===== config.mk =====
export PLATFORM = sky130hd
export DESIGN_NAME = uart_rx_oversampled_flat
export DESIGN_NICKNAME = d
export VERILOG_FILES = /design/src/rtl/uart_rx_oversampled_if.sv /design/src/rtl/uart_rx_oversampled.sv /design/src/flat_wrapper.sv
export SDC_FILE = /design/constraint.sdc
export NUM_CORES = 1
export LEC_CHECK = 0
export BUFFER_PORTS_ARGS = -buffer_cell sky130_fd_sc_hd__clkbuf_2
export CAP_MARGIN = 0
export CORE_MARGIN = 2
export CORE_UTILIZATION = 30
export DETAILED_ROUTE_END_ITERATION = 16
export GPL_TIMING_DRIVEN = 0
export PLACE_DENSITY_LB_ADDON = 0.08
export REMOVE_ABC_BUFFERS = 1
export SETUP_SLACK_MARGIN = 0.05
export SLEW_MARGIN = 10
export SYNTH_ARGS = -nofsm -noshare
export SYNTH_HDL_FRONTEND = slang
export SYNTH_SLANG_ARGS = --single-unit
export TNS_END_PERCENT = 50

===== constraint.sdc =====
create_clock -name clock -period 2.31 [get_ports clock]
set_input_delay 0.1155 -clock clock [delete_from_list [all_inputs] [get_ports clock]]
set_output_delay 0.1155 -clock clock [all_outputs]
set_load 0.02 [all_outputs]

===== src/rtl/uart_rx_oversampled_if.sv =====
// Receiver-to-FIFO interface: write strobe, received byte and line-status flags.
// rx_valid is a one-cycle strobe with no ready: the consumer must take every strobe.
interface uart_rx_oversampled_if;
    logic       rx_valid;
    logic [7:0] rx_data;
    logic       framing_error;
    logic       break_detect;
    logic       parity_error;

    modport master (output rx_valid, rx_data, framing_error, break_detect, parity_error);
    modport slave  (input  rx_valid, rx_data, framing_error, break_detect, parity_error);
endinterface


===== src/rtl/uart_rx_oversampled.sv =====
// Oversampled UART receiver: majority-vote bit sampling, false-start, framing and break detection.
// Defining UART_RX_PARITY_EN inserts a parity bit between the data bits and the stop bit.
module uart_rx_oversampled #(
    parameter int CLOCK_FREQUENCY = 100000000,
    parameter int BAUD_RATE       = 115200,
    parameter int OVERSAMPLE      = 16,
    parameter int PARITY_ODD      = 0
) (
    input  logic                  clock,
    input  logic                  reset,
    input  logic                  serial_rx,
    uart_rx_oversampled_if.master rx,
    output logic [2:0]            debug_state
);
    localparam int DIVISOR = CLOCK_FREQUENCY / (BAUD_RATE * OVERSAMPLE);
    localparam int DIV_W   = (DIVISOR > 1) ? $clog2(DIVISOR) : 1;
    localparam int SCNT_W  = $clog2(OVERSAMPLE);
    localparam int MID     = OVERSAMPLE / 2;

    localparam logic [DIV_W-1:0]  DIV_LAST = DIV_W'(DIVISOR - 1);
    localparam logic [SCNT_W-1:0] SC_PRE   = SCNT_W'(MID - 1);
    localparam logic [SCNT_W-1:0] SC_MID   = SCNT_W'(MID);
    localparam logic [SCNT_W-1:0] SC_DEC   = SCNT_W'(MID + 1);
    localparam logic [SCNT_W-1:0] SC_LAST  = SCNT_W'(OVERSAMPLE - 1);

    generate
        if ((OVERSAMPLE % 2) != 0 || OVERSAMPLE < 8 || DIVISOR < 1 ||
            (PARITY_ODD != 0 && PARITY_ODD != 1)) begin : g_bad_params
            $error("uart_rx_oversampled: unsupported parameter set");
        end
    endgenerate

    typedef enum logic [2:0] {
        S_IDLE   = 3'd0,
        S_START  = 3'd1,
        S_DATA   = 3'd2,
`ifdef UART_RX_PARITY_EN
        S_PARITY = 3'd3,
`endif
        S_STOP   = 3'd4,
        S_BREAK  = 3'd5
    } state_t;

    state_t              state_q, state_d;
    logic                rxs_meta, rxs;
    logic [DIV_W-1:0]    div_cnt;
    logic [SCNT_W-1:0]   scnt;
    logic                hold_cnt, tick, at_dec, at_last;
    logic                vote_a, vote_b, vote;
    logic [2:0]          bit_idx;
    logic [7:0]          shift_q;
    logic                stop_bad;
    logic                do_valid, do_ferr, do_perr;
    logic                rx_valid_q, ferr_q, perr_q;
    logic [7:0]          rx_data_q;
`ifdef UART_RX_PARITY_EN
    logic                par_q;
`endif

    always_ff @(posedge clock or negedge reset) begin
        if (!reset) begin
            rxs_meta <= 1'b1;
            rxs      <= 1'b1;
        end else begin
            rxs_meta <= serial_rx;
            rxs      <= rxs_meta;
        end
    end

    // Holding the divider in IDLE aligns the sample phase to the start edge; in BREAK
    // it restarts the one-bit high-time measurement whenever the line drops again.
    assign hold_cnt = (state_q == S_IDLE) || (state_q == S_BREAK && !rxs);
    assign tick     = !hold_cnt && (div_cnt == DIV_LAST);
    assign at_dec   = tick && (scnt == SC_DEC);
    assign at_last  = tick && (scnt == SC_LAST);
    assign vote     = (vote_a & vote_b) | (vote_a & rxs) | (vote_b & rxs);

    always_ff @(posedge clock or negedge reset) begin
        if (!reset) begin
            div_cnt <= '0;
            scnt    <= '0;
        end else begin
            if (hold_cnt || div_cnt == DIV_LAST) div_cnt <= '0;
            else                                 div_cnt <= div_cnt + 1'b1;
            if (hold_cnt)  scnt <= '0;
            else if (tick) scnt <= (scnt == SC_LAST) ? '0 : scnt + 1'b1;
        end
    end

    always_ff @(posedge clock or negedge reset) begin
        if (!reset) begin
            vote_a   <= 1'b1;
            vote_b   <= 1'b1;
            bit_idx  <= 3'd0;
            shift_q  <= 8'h00;
            stop_bad <= 1'b0;
`ifdef UART_RX_PARITY_EN
            par_q    <= 1'b0;
`endif
        end else begin
            if (tick && scnt == SC_PRE) vote_a <= rxs;
            if (tick && scnt == SC_MID) vote_b <= rxs;
            if (state_q != S_DATA) bit_idx <= 3'd0;
            else if (at_last)      bit_idx <= bit_idx + 3'd1;
            if (state_q == S_DATA && at_dec) shift_q <= {vote, shift_q[7:1]};
`ifdef UART_RX_PARITY_EN
            if (state_q == S_PARITY && at_dec) par_q <= vote;
`endif
            if (state_q != S_STOP)                  stop_bad <= 1'b0;
            else if (!stop_bad && at_dec && !vote)  stop_bad <= 1'b1;
        end
    end

    always_ff @(posedge clock or negedge reset) begin
        if (!reset) state_q <= S_IDLE;
        else        state_q <= state_d;
    end

    always_comb begin
        state_d = state_q;
        case (state_q)
            S_IDLE:  if (!rxs) state_d = S_START;
            S_START: begin
                if (at_dec && vote) state_d = S_IDLE;
                else if (at_last)   state_d = S_DATA;
            end
            S_DATA: begin
`ifdef UART_RX_PARITY_EN
                if (at_last && bit_idx == 3'd7) state_d = S_PARITY;
`else
                if (at_last && bit_idx == 3'd7) state_d = S_STOP;
`endif
            end
`ifdef UART_RX_PARITY_EN
            S_PARITY: if (at_last) state_d = S_STOP;
`endif
            S_STOP: begin
                // A failed non-zero frame lingers here until the line idles high again.
                if (stop_bad) begin
                    if (rxs) state_d = S_IDLE;
                end else if (at_dec) begin
                    if (vote)                  state_d = S_IDLE;
                    else if (shift_q == 8'h00) state_d = S_BREAK;
                end
            end
            S_BREAK: if (at_last) state_d = S_IDLE;
            default: state_d = S_IDLE;
        endcase
    end

    always_comb begin
        do_valid = 1'b0;
        do_ferr  = 1'b0;
        do_perr  = 1'b0;
        if (state_q == S_STOP && !stop_bad && at_dec) begin
            if (!vote) do_ferr = 1'b1;
`ifdef UART_RX_PARITY_EN
            else if (par_q != ((^shift_q) ^ 1'(PARITY_ODD))) do_perr = 1'b1;
`endif
            else do_valid = 1'b1;
        end
    end

    always_ff @(posedge clock or negedge reset) begin
        if (!reset) begin
            rx_valid_q <= 1'b0;
            ferr_q     <= 1'b0;
            perr_q     <= 1'b0;
            rx_data_q  <= 8'h00;
        end else begin
            rx_valid_q <= do_valid;
            ferr_q     <= do_ferr;
            perr_q     <= do_perr;
            if (do_valid) rx_data_q <= shift_q;
        end
    end

    assign rx.rx_valid      = rx_valid_q;
    assign rx.rx_data       = rx_data_q;
    assign rx.framing_error = ferr_q;
    assign rx.parity_error  = perr_q;
    assign rx.break_detect  = (state_q == S_BREAK);
    assign debug_state      = state_q;
endmodule

===== src/flat_wrapper.sv =====
// flat-port wrapper written by rule: the top's interface ports become plain ports
module uart_rx_oversampled_flat 
#(
    parameter int CLOCK_FREQUENCY = 100000000,
    parameter int BAUD_RATE       = 115200,
    parameter int OVERSAMPLE      = 16,
    parameter int PARITY_ODD      = 0
)
  (clock, reset, serial_rx, debug_state, rx_rx_valid, rx_rx_data, rx_framing_error, rx_break_detect, rx_parity_error);
  uart_rx_oversampled_if rx_i ();
  input  logic clock;
  input  logic reset;
  input  logic serial_rx;
  output logic [2:0] debug_state;
  output wire logic [$bits(rx_i.rx_valid)-1:0] rx_rx_valid;
  output wire logic [$bits(rx_i.rx_data)-1:0] rx_rx_data;
  output wire logic [$bits(rx_i.framing_error)-1:0] rx_framing_error;
  output wire logic [$bits(rx_i.break_detect)-1:0] rx_break_detect;
  output wire logic [$bits(rx_i.parity_error)-1:0] rx_parity_error;
  assign rx_rx_valid = rx_i.rx_valid;
  assign rx_rx_data = rx_i.rx_data;
  assign rx_framing_error = rx_i.framing_error;
  assign rx_break_detect = rx_i.break_detect;
  assign rx_parity_error = rx_i.parity_error;
  uart_rx_oversampled #(.CLOCK_FREQUENCY(CLOCK_FREQUENCY), .BAUD_RATE(BAUD_RATE), .OVERSAMPLE(OVERSAMPLE), .PARITY_ODD(PARITY_ODD)) u_core (.clock(clock), .reset(reset), .serial_rx(serial_rx), .rx(rx_i), .debug_state(debug_state));
endmodule

==> results.rst <==
.. list-table::
   :header-rows: 1

   * - Metric
     - Value
   * - Result of the run
     - finished, violations left
   * - Violations in the final reports
     - hold timing
   * - Share of layout cells above drive strength 1
     - 32.29%
   * - Stage delay of the slowest cell on the critical path
     - 0.41 ns
   * - Most frequent cell on the critical path
     - sky130_fd_sc_hd__or3_4
   * - Max Buffers Root-to-Sink
     - 2
   * - Global-route wire length before repair
     - 5906 um
   * - Post-Route WL
     - 3549 um
   * - Maximum number of pins on one net before global-route repair
     - 40
   * - Cell types with the highest counts after synthesis
     - sky130_fd_sc_hd__dfrtp_1 (35), sky130_fd_sc_hd__nand2_1 (19), sky130_fd_sc_hd__nor2_1 (13)
   * - Post-synthesis sequential element count
     - 39
   * - Setup repair after global routing missed its margin
     - yes
   * - Static leakage
     - 1.073 nW
   * - Count of cells along the worst register-to-register path
     - 8
   * - Least-Margin Pin Slew
     - 0.9589 ns
   * - Core box area
     - 5991 um2
   * - Antenna cell count
     - 0
   * - Portion of the post-synthesis area used by sequential elements
     - 52.13%
   * - Worst Path Required
     - 2.49 ns
   * - Signal arrival time at the worst endpoint
     - 2.36 ns
   * - Remaining design rule violation count
     - 0
   * - Critical R2R Launch
     - u_core.div_cnt[1]
   * - Crit share post-route
     - 94.70%
   * - Warnings from Yosys
     - 0
   * - Number of buffer cells added on primary ports
     - 16
   * - PwrDens
     - 534.5 nW/um2
   * - Via density per instance
     - 4.779
   * - Synth top area cells
     - sky130_fd_sc_hd__dfrtp_1 (47%), sky130_fd_sc_hd__mux2_4 (6.4%), sky130_fd_sc_hd__dfstp_2 (5.6%)
   * - Library cell occupying the most area in the post-synthesis netlist
     - sky130_fd_sc_hd__dfrtp_1
   * - CTS Root Buffer Type
     - sky130_fd_sc_hd__clkbuf_8
   * - Kind of path behind the tightest hold check
     - in -> async
   * - Crit path buffers/inverters
     - 2
   * - Worst ir drop on vdd
     - 0.3245 mV
   * - Multi-input gate area
     - 872.1 um2
   * - Crit Path Class
     - reg -> reg
   * - Floorplan row count
     - 28
   * - Clock buffers created by TritonCTS
     - 5
   * - Pre-CTS setup slack
     - -0.1845 ns
   * - Mean area per synthesized cell
     - 11.13 um2
   * - Post-Synthesis Cell Area
     - 1882 um2
   * - Final-stage net count
     - 201
   * - Number of distinct library cells after synthesis
     - 41
   * - Power Total
     - 0.001170 W
   * - Via count of the first global-routing pass
     - 1268
   * - Min Clock Period, post-route
     - 2.188 ns
   * - Detailed-route wire length per cell
     - 13.29 um
   * - DIE HEIGHT
     - 83.20 um
   * - Slowest stage cell, crit path
     - sky130_fd_sc_hd__or3_4
   * - Num Clock Sinks
     - 39
   * - Antenna violations before repair
     - 0
   * - Proportion of synthesized flip-flops having asynchronous set or reset
     - 100.0%
   * - Detailed Routing Iterations Pass 1
     - 4
   * - Starting utilization of the core area
     - 31.41%
   * - Overflow left after global routing
     - 0
   * - Register area
     - 980.9 um2
   * - Horizontal extent of the die
     - 83.20 um
   * - Combined global-route utilization of all metal layers
     - 10.57%
   * - Clk_lat worst skew
     - 0.29 ns
   * - CTS tree
     - yes
   * - Fill cell instance count of the final layout
     - 607
   * - Antenna Nets Post-Route
     - 0
   * - Post-Route Setup TNS
     - 0 ns
   * - Slack of the worst reg-to-reg path
     - 0.12 ns
   * - Final slew viol count
     - 0
   * - Most frequent cell after synthesis
     - sky130_fd_sc_hd__dfrtp_1
   * - Endpoint of the most critical register-to-register path
     - u_core.rx.rx_data[6]
   * - Max_slew headroom
     - 36.07%
   * - Final worst slack
     - 0.1224 ns
   * - Via count of the routed design
     - 1276
   * - Hold violation count in the final report
     - 35
   * - Ports
     - 18
   * - Fraction of post-synthesis cell area in the top cell type by area
     - 46.54%
   * - Routability-driven placement congestion ratio
     - 0.7615
   * - Worst setup EP type
     - register
   * - Delay-heaviest family, CP
     - simple AND/OR/NAND/NOR gates
   * - Worst hold margin
     - -0.03914 ns
   * - CTS H-Tree Depth
     - 2
   * - Max Clock Freq
     - 457.1 MHz
   * - Post-placement cell count
     - 253
   * - Clock transition at the register clock pins on the worst setup and hold paths after CTS
     - 0.08 ns
   * - Max Clock Skew
     - 0.007907 ns
   * - Floorplan die area
     - 6922 um2
   * - Maximum fanout along the worst path
     - 5
   * - Area growth from synthesis to final layout
     - 16.36%
   * - Synth Flop Type
     - sky130_fd_sc_hd__dfrtp_1
   * - Syn Inst Count
     - 169
   * - Post-route insts no fill
     - 267
   * - Detailed-placement wirelength estimate
     - 2497 um
   * - Crit path launch type
     - register
   * - Number of flops mapped to enable cells by yosys
     - 0
   * - Critical Path, Cell by Cell
     - inv_1, ha_1, nand2_2, or3_4, nor3_4, inv_2, or3_4, mux2_4
   * - Number of DRC violations after detailed-routing iteration 0
     - 82
   * - Reported max-cap violation count
     - 0
   * - Setup-failing EPs final
     - 0
[stage by stage]
stage	util (%)	cell area, um2
floorplan	-	1842
global placement	33.65	2016
detailed placement	33.65	2016
CTS	35.63	2135
global route	36.55	2190
finish	36.55	2190
[per-layer routing]
| metal | global-route usage (%) | up-vias | wire length (um) |
|---|---|---|---|
| li1 | - | 626 | - |
| met1 | 13.93 | 626 | 1782 |
| met2 | 16.06 | 18 | 1578 |
| met3 | 3.579 | 6 | 130 |
| met4 | 4.024 | 0 | 57 |
| met5 | 0 | - | 0 |
[how the worst max path moves through the flow]
stage | startpoint | to | slack, ns | cells after the start
after floorplan | u_core.debug_state[1] | u_core.rx.rx_data[0] | 0.13 | 6
after global placement | u_core.div_cnt[1] | u_core.shift_q[3] | -0.14 | 7
after detailed placement | u_core.div_cnt[1] | u_core.shift_q[3] | -0.18 | 7
after CTS | u_core.div_cnt[1] | u_core.rx.rx_data[1] | 0.005 | 8
after global routing | u_core.debug_state[1] | u_core.debug_state[2] | 0.02 | 6
final | u_core.div_cnt[1] | u_core.rx.rx_data[6] | 0.12 | 8
[flip-flops by register name, summed over array words and instances (netlist names)]
| name | count |
|---|---|
| u_core.scnt | 4 |
| u_core.bit_idx | 3 |
| u_core.debug_state | 3 |
| u_core.rx.rx_data | 8 |
| u_core.shift_q | 8 |
| u_core.div_cnt | 6 |
| u_core.vote_b | 1 |
| u_core.vote_a | 1 |
| u_core.rx.rx_valid | 1 |
| u_core.stop_bad | 1 |
| u_core.rxs | 1 |
| u_core.rx.framing_error | 1 |
| u_core.rxs_meta | 1 |
[power breakdown]
part | switching (W) | total [W] | internal, W
logic | 0.0000158 | 0.0000184 | 0.00000261
clock network | 0.000250 | 0.000465 | 0.000216
registers | 0.00000123 | 0.000687 | 0.000686
total | 0.000267 | 0.00117 | 0.000904
[cells by family (layout without fill, tap and decap cells)]
family          after synthesis  after routing  synth area share (%)
mux                          16             16                 11.17
flops                        39             39                 52.13
compound gates               24             24                 7.780
fa+ha+maj                     8              8                 5.186
simple gates                 60             61                 17.02
other cells                   1              1                0.1993
buf+inv                      15             37                 3.724
xor+xnor                      6              6                 2.793
[layout make-up]
type | instances | share of cell area [%]
sequential | 39 | 44.80
clock inverter | 3 | 1.086
multi-input combinational | 116 | 39.83
inverter | 8 | 1.371
tap | 75 | 4.286
timing repair buffer | 21 | 5.486
clock buffer | 5 | 3.143
[cells in the final DEF (no fill, tap or decap), types with 2 or more instances in the layout]
master	instances
sky130_fd_sc_hd__nor3b_1	2
sky130_fd_sc_hd__nand3_1	4
sky130_fd_sc_hd__nand2b_1	2
sky130_fd_sc_hd__or4_1	2
sky130_fd_sc_hd__o21ai_0	5
sky130_fd_sc_hd__mux2_4	8
sky130_fd_sc_hd__inv_1	7
sky130_fd_sc_hd__buf_4	4
sky130_fd_sc_hd__xnor2_1	3
sky130_fd_sc_hd__clkbuf_2	16
sky130_fd_sc_hd__dfstp_2	4
sky130_fd_sc_hd__and3_1	3
sky130_fd_sc_hd__clkinvlp_4	2
sky130_fd_sc_hd__nand2_1	18
sky130_fd_sc_hd__xor2_1	3
sky130_fd_sc_hd__a31oi_1	4
sky130_fd_sc_hd__nor3_1	2
sky130_fd_sc_hd__ha_1	7
sky130_fd_sc_hd__nor2_1	13
sky130_fd_sc_hd__nor3_4	2
sky130_fd_sc_hd__mux2_2	8
sky130_fd_sc_hd__clkbuf_8	5
sky130_fd_sc_hd__a21oi_1	8
sky130_fd_sc_hd__or3b_2	2
sky130_fd_sc_hd__dfrtp_1	35
sky130_fd_sc_hd__nor2b_1	2
sky130_fd_sc_hd__or3_4	4
[repair_timing]
item                                    4_1_cts  5_1_grt
pin swaps                                     0        3
setup buffers                                 0        4
hold endpoints to repair                      1        0
endpoints found under the setup margin       16       16
resized for setup                             3        4
hold buffers                                  1        0
cloned                                        0        1
Power figures use the tool's default switching activity.
